$ cat src/rtl/instr_mem_loader.sv
// Loads the instruction memory from a little-endian byte stream: a 32-bit word-count
// header, then that many 32-bit words, written to consecutive addresses from 0.
module instr_mem_loader #(
    parameter int AWIDTH = 6
) (
    input  logic              clk,
    input  logic              rst_n,
    input  logic              start,
    input  logic [7:0]        in_byte,
    input  logic              in_valid,
    output logic              in_ready,
    output logic              mem_we,
    output logic [AWIDTH-1:0] mem_addr,
    output logic [31:0]       mem_wdata,
    output logic              core_hold,
    output logic              done,
    output logic              err,
    output logic [AWIDTH:0]   word_count
);

    localparam logic [31:0] CAPACITY = 32'(1) << AWIDTH;

    typedef enum logic [2:0] {
        IDLE  = 3'd0,
        HDR   = 3'd1,
        DATA  = 3'd2,
        WRITE = 3'd3,
        DONE  = 3'd4,
        ERR   = 3'd5
    } state_t;

    state_t            state_q, state_d;
    logic [1:0]        byte_idx_q, byte_idx_d;
    logic [31:0]       hdr_q, hdr_d;
    logic [31:0]       word_q, word_d;
    logic [AWIDTH:0]   word_count_q, word_count_d;
    logic [AWIDTH-1:0] mem_addr_q, mem_addr_d;
    logic [31:0]       mem_wdata_q, mem_wdata_d;

    logic              accept;
    logic [31:0]       hdr_full;
    logic [AWIDTH:0]   wc_inc;

    assign in_ready   = (state_q == HDR) || (state_q == DATA);
    assign accept     = in_valid && in_ready;
    assign hdr_full   = {in_byte, hdr_q[23:0]};
    assign wc_inc     = word_count_q + (AWIDTH+1)'(1);

    assign mem_we     = (state_q == WRITE);
    assign mem_addr   = mem_addr_q;
    assign mem_wdata  = mem_wdata_q;
    assign core_hold  = (state_q == HDR) || (state_q == DATA) || (state_q == WRITE);
    assign done       = (state_q == DONE);
    assign err        = (state_q == ERR);
    assign word_count = word_count_q;

    always_comb begin
        state_d      = state_q;
        byte_idx_d   = byte_idx_q;
        hdr_d        = hdr_q;
        word_d       = word_q;
        word_count_d = word_count_q;
        mem_addr_d   = mem_addr_q;
        mem_wdata_d  = mem_wdata_q;

        case (state_q)
            IDLE, DONE, ERR: begin
                if (start) begin
                    state_d      = HDR;
                    byte_idx_d   = 2'd0;
                    hdr_d        = 32'd0;
                    word_count_d = '0;
                end
            end
            HDR: begin
                if (accept) begin
                    hdr_d[{byte_idx_q, 3'b000} +: 8] = in_byte;
                    byte_idx_d = byte_idx_q + 2'd1;
                    if (byte_idx_q == 2'd3) begin
                        // Full-width compare so oversized headers cannot alias into range.
                        if (hdr_full == 32'd0) begin
                            state_d = DONE;
                        end else if (hdr_full > CAPACITY) begin
                            state_d = ERR;
                        end else begin
                            state_d = DATA;
                        end
                    end
                end
            end
            DATA: begin
                if (accept) begin
                    word_d[{byte_idx_q, 3'b000} +: 8] = in_byte;
                    byte_idx_d = byte_idx_q + 2'd1;
                    if (byte_idx_q == 2'd3) begin
                        state_d     = WRITE;
                        // word_count doubles as the write pointer; it never exceeds count-1 here.
                        mem_addr_d  = word_count_q[AWIDTH-1:0];
                        mem_wdata_d = {in_byte, word_q[23:0]};
                    end
                end
            end
            WRITE: begin
                word_count_d = wc_inc;
                if (32'(wc_inc) == hdr_q) begin
                    state_d = DONE;
                end else begin
                    state_d = DATA;
                end
            end
            default: begin
                state_d = IDLE;
            end
        endcase
    end

    always_ff @(posedge clk) begin
        if (!rst_n) begin
            state_q      <= IDLE;
            byte_idx_q   <= 2'd0;
            hdr_q        <= 32'd0;
            word_q       <= 32'd0;
            word_count_q <= '0;
            mem_addr_q   <= '0;
            mem_wdata_q  <= 32'd0;
        end else begin
            state_q      <= state_d;
            byte_idx_q   <= byte_idx_d;
            hdr_q        <= hdr_d;
            word_q       <= word_d;
            word_count_q <= word_count_d;
            mem_addr_q   <= mem_addr_d;
            mem_wdata_q  <= mem_wdata_d;
        end
    end

endmodule
$ cat config.mk
export PLATFORM = sky130hd
export DESIGN_NAME = instr_mem_loader
export DESIGN_NICKNAME = d
export VERILOG_FILES = /design/src/rtl/instr_mem_loader.sv
export SDC_FILE = /design/constraint.sdc
export NUM_CORES = 1
export LEC_CHECK = 0
export BUFFER_PORTS_ARGS = -buffer_cell sky130_fd_sc_hd__buf_2
export CAP_MARGIN = 20
export CORE_UTILIZATION = 60
export DETAILED_ROUTE_END_ITERATION = 7
export GPL_TIMING_DRIVEN = 0
export PLACE_DENSITY = 0.91
export SYNTH_ARGS = -nofsm -noshare
export SYNTH_HDL_FRONTEND = slang
export SYNTH_SLANG_ARGS = --single-unit
export TNS_END_PERCENT = 5
$ cat constraint.sdc
create_clock -name clk -period 5.22 [get_ports clk]
set_clock_uncertainty 0.2 [all_clocks]
set_input_delay 1.566 -clock clk [delete_from_list [all_inputs] [get_ports clk]]
set_output_delay 1.566 -clock clk [all_outputs]
set_load 0.01 [all_outputs]
Yosys cells after proc, flatten, opt, wreduce, memory -nomap -nowiden. Cells that the tools add are included. Widths: inputs -> output; s select.

Bits in registers: 114. Output and inout bits: 50.

Add/sub/neg operators: 3. $lt $le $gt $ge: 1. Eq/ne operators: 13. Shift-type cells: 2. Multiplexer cells: 19. Reductions and logical operators: 16.

Operator list (number): $bwmux 32 (2); $mux 32 (2); $pmux 32 s2 (1); $eq 7x32->1 (1); $gt 32x7->1 const B (1); $logic_not 32->1 (1); $shift 8x7->32 const A (1); $shiftx 8x7->32 (1); $mux 3 (8); $pmux 7 s2 (1); $pmux 3 s4 (1); $reduce_and 3->1 (3); $add 7x1->7 const B (1); $mux 7 (1); $neg 5->7 (1); $eq 3x2->1 const B (2); $eq 3x3->1 const B (2); $ne 2x1->1 const B (3); $ne 2x2->1 const B (3); $reduce_bool 2->1 (3); $reduce_and 5->1 (1); $mux 2 (2); $pmux 2 s2 (1); $reduce_and 2->1 (2); 8 further kinds (9).

Longest topological paths before layout.
Word-level depth: 6. Depth in mapped cells: 8. Gate-level depth less buffers: 7.

Least setup slack after synthesis. OpenSTA, ideal clock, no wires.

Path type: input -> register. From: input port in_byte[1]. To: register state_q[0]. Arrival: 2524 ps. Setup slack: 2382 ps. Stages: 6. Path through: clkbuf_1 -> nor4_1 -> nand2_1 -> nor3_1 -> a21oi_1 -> o21a_1.

Cells in the longest elaborated chain, start to end: 6.

RTL lines: from (decl) (line 9) `input logic [7:0] in_byte,`; $gt 32x7->1 (line 83) `end else if (hdr_full > CAPACITY) begin`; $mux 3 (line 83); $mux 3 * (line 81) `if (hdr_full == 32'd0) begin`; $mux 3 * (line 79) `if (byte_idx_q == 2'd3) begin`; $mux 3 * (line 76) `if (accept) begin`; $pmux 3 s4 * (line 66) `case (state_q)`; to (signal assigned) (line 127) `state_q <= state_d;`; to (decl) (line 32) `state_t state_q, state_d;`.

Every way passes the cells marked *; elsewhere a longest branch is shown, timed or not. The select of a mux whose other input is x is not followed. A chain may end at the register's enable or synchronous reset.

Worst setup path in the final report.
From: register state_q[1]. To: output port err.

Cells in the longest elaborated chain, start to end: 1.

RTL lines: $eq 3x3->1 (line 54) `assign err = (state_q == ERR);`; to (decl) (line 17) `output logic err,`.

Every way passes these cells.

==> flow_metrics.tcl <==
set metrics [dict create \
    status "completed" \
    ys_top_cells_by_area "dfxtp_1 (45%), a21boi_0 (10%), nand2_1 (10%)" \
    ys_seq_area_share_pct 45.2 \
    switching_share_pct 26.4 \
    drt-wirelength-per-cell_um 15.7 \
    p_int_mw 1.03 \
    pwr-share-clk_pct 34.7 \
    fin_cells 715 \
    leakage_nw 1.99 \
    cts_root_buffer "clkbuf_8" \
    tightest_slew_ns 0.711 \
    utilization_pct 71.1 \
    start_kind "register" \
    drt_first_pass_iters 6 \
    clk_latency_ns 0.39 \
    numCtsBuffers 9 \
    peakVddDrop_mv 0.183 \
    grt_overflow 0 \
    cts_sinks 106 \
    place_inst 699 \
    p_seq_share_pct 58.6 \
    die-area_um2 8180 \
    cts.path.max_buffers 2 \
    rsz0062_at_grt "no" \
    syn-num-nets 565 \
    avgSynthCellArea_um2 8.57 \
    routed_via_density 5.76 \
    die_w_um 90.5 \
    setup_tns_ns 0 \
    syn_inst 548 \
    drive_gt1_share_pct 15.9 \
    vias 4117 \
    cts_max_level 3 \
    grtUsageMet3_pct 3.87 \
    cp_max_fo 10 \
    dieHeight_um 90.5 \
    start_util_pct 63.4 \
    final_hold_viol_count 0 \
    hp-class "register to register" \
    clk_pin_slew_ns 0.11 \
    ys_types 46 \
    synth_edf_count 0 \
    globalRouteMet2Util_pct 46.9 \
    synthesis.area_um2 4690 \
    fmax_ghz 0.285 \
    antenna_found_initial 0 \
    synthTopCellsByCount "nand2_1 (127), dfxtp_1 (106), a21boi_0 (65), nor2b_1 (28), a22oi_1 (25)" \
    timing.critical_path.to_type "output port" \
    grt_pass1_vias 3851 \
    wirelength_um 11300 \
    setup_violations 0 \
    port_buffers 52 \
    critPathArrivalTime_ns 1.74 \
    relSlewSlack_pct 52.6 \
    top_usage_layer "met2" \
    fp-row-count 31 \
    num-nets-final 628 \
    grt_pass1_wl_um 18100 \
    cts.repair.resized 0 \
    cts_setup_buffers 0 \
    max-cap-violations 0 \
    nFillCells 567 \
    antennaDiodeCount 0 \
    yosysMostFrequentCell "nand2_1" \
    min_period_ns 3.51 \
    ant_nets 0 \
    synth_top_cell_area_share_pct 45.2 \
    grt_max_degree 20 \
    power_switching_mw 0.367 \
    synth_ff_type "dfxtp_1" \
    ctsHoldBuffers 0 \
    dp_hpwl_um 7990 \
    gp_congestion 0.881 \
    drt_iter0_markers 414 \
    power.density_nw_per_um2 265 \
    synth-async-reset-ratio_pct 0 \
    cts_tree "yes" \
    critical_path_class "register to output port" \
    coreArea_um2 7410 \
    critical_path_required_ns 3.45 \
    grtUsageTotal_pct 27.5 \
    yosys_warnings 0 \
    p_comb_share_pct 6.8 \
    io_pins 62 \
    synth_top_cell_by_area "dfxtp_1" \
    syn2layout_area_growth_pct 12.2 \
    min_period_over_period_pct 67.1 \
    synth-seq-cells 106 \
    maxSlewViolCount 0 \
    drc 0 \
    globalRouteMet1Util_pct 34.8 \
]
[power by group through the flow]
stage | clock network [mW] | logic, mW | registers, mW
final | 0.483 | 0.0945 | 0.816
after global routing | 0.515 | 0.0996 | 0.817
after CTS | 0.484 | 0.0924 | 0.816
after detailed placement | 0 | 0.0916 | 0.835
after global placement | 0 | 0.0888 | 0.834
after floorplan | 0 | 0.0654 | 0.833
[per-stage QoR]
stage | hold WS, ns | cell area (µm²) | power [mW] | setup WS (ns)
after floorplan | 0.231 | 4690 | 0.899 | 2.38
after global placement | 0.242 | 5080 | 0.923 | 2.06
after detailed placement | 0.244 | 5080 | 0.926 | 2.00
after CTS | 0.260 | 5270 | 1.39 | 1.73
after global routing | 0.281 | 5270 | 1.43 | 1.65
final | 0.260 | 5270 | 1.39 | 1.71
[routing by layer]
layer / up-vias / wire, µm
li1: 2002 / -
met1: 1922 / 4720
met2: 167 / 5500
met3: 26 / 774
met4: 0 / 260
met5: - / 0
[critical path, stage by stage (launching register included)]
cell      delay (ns)
dfxtp_1         0.42
buf_2           0.24
clkbuf_1        0.35
and3b_1         0.22
buf_2           0.13
[area by class of cell]
cell class                 count  area [µm²]  area share [%]
multi-input combinational    396        2340            44.5
sequential                   106        2120            40.3
timing repair buffer          52         260            4.94
buffer                        42         216            4.11
clock buffer                   9         124            2.35
tap                           99         124            2.35
clock inverter                 7        62.6            1.19
inverter                       4        15.0           0.285
[cell families after synthesis]
family / synth area share (%)
buf+inv: 4.93
xor+xnor: 2.05
compound gates: 19.1
simple gates: 27.0
fa+ha+maj: 1.33
mux: 0.426
flops: 45.2
[state kept, by name, summed over array words and instances, names as in the netlist]
name        flops
mem_addr        6
word_q         24
state_q         3
byte_idx_q      2
word_count      7
hdr_q          32
mem_wdata      32
[final timing paths]
check | start | to | slack [ns] | depth (start not counted)
max | state_q[1] | err | 1.71 | 4
min | mem_wdata[21] | mem_wdata[21] | 0.26 | 2
max reg2reg | byte_idx_q[0] | hdr_q[18] | 2.77 | 8
min reg2reg | mem_wdata[21] | mem_wdata[21] | 0.26 | 2
[layout by cell type (no fill, tap or decap), types with 4 or more instances in the layout]
| cell type | instances |
|---|---|
| buf_4 | 5 |
| nor2_1 | 14 |
| xor2_1 | 5 |
| nor3_1 | 5 |
| a22oi_1 | 25 |
| ha_1 | 5 |
| dfxtp_1 | 106 |
| a21boi_1 | 11 |
| inv_1 | 4 |
| xnor2_1 | 6 |
| nor2b_1 | 28 |
| o21ai_0 | 8 |
| clkinv_4 | 4 |
| and3_1 | 6 |
| and2_1 | 5 |
| a21boi_0 | 65 |
| nor4_1 | 8 |
| nand3_1 | 23 |
| buf_2 | 66 |
| clkbuf_8 | 9 |
| nand2_1 | 127 |
| nand4_1 | 18 |
| clkbuf_1 | 20 |
Note: power is estimated with default switching activity, not from simulation.
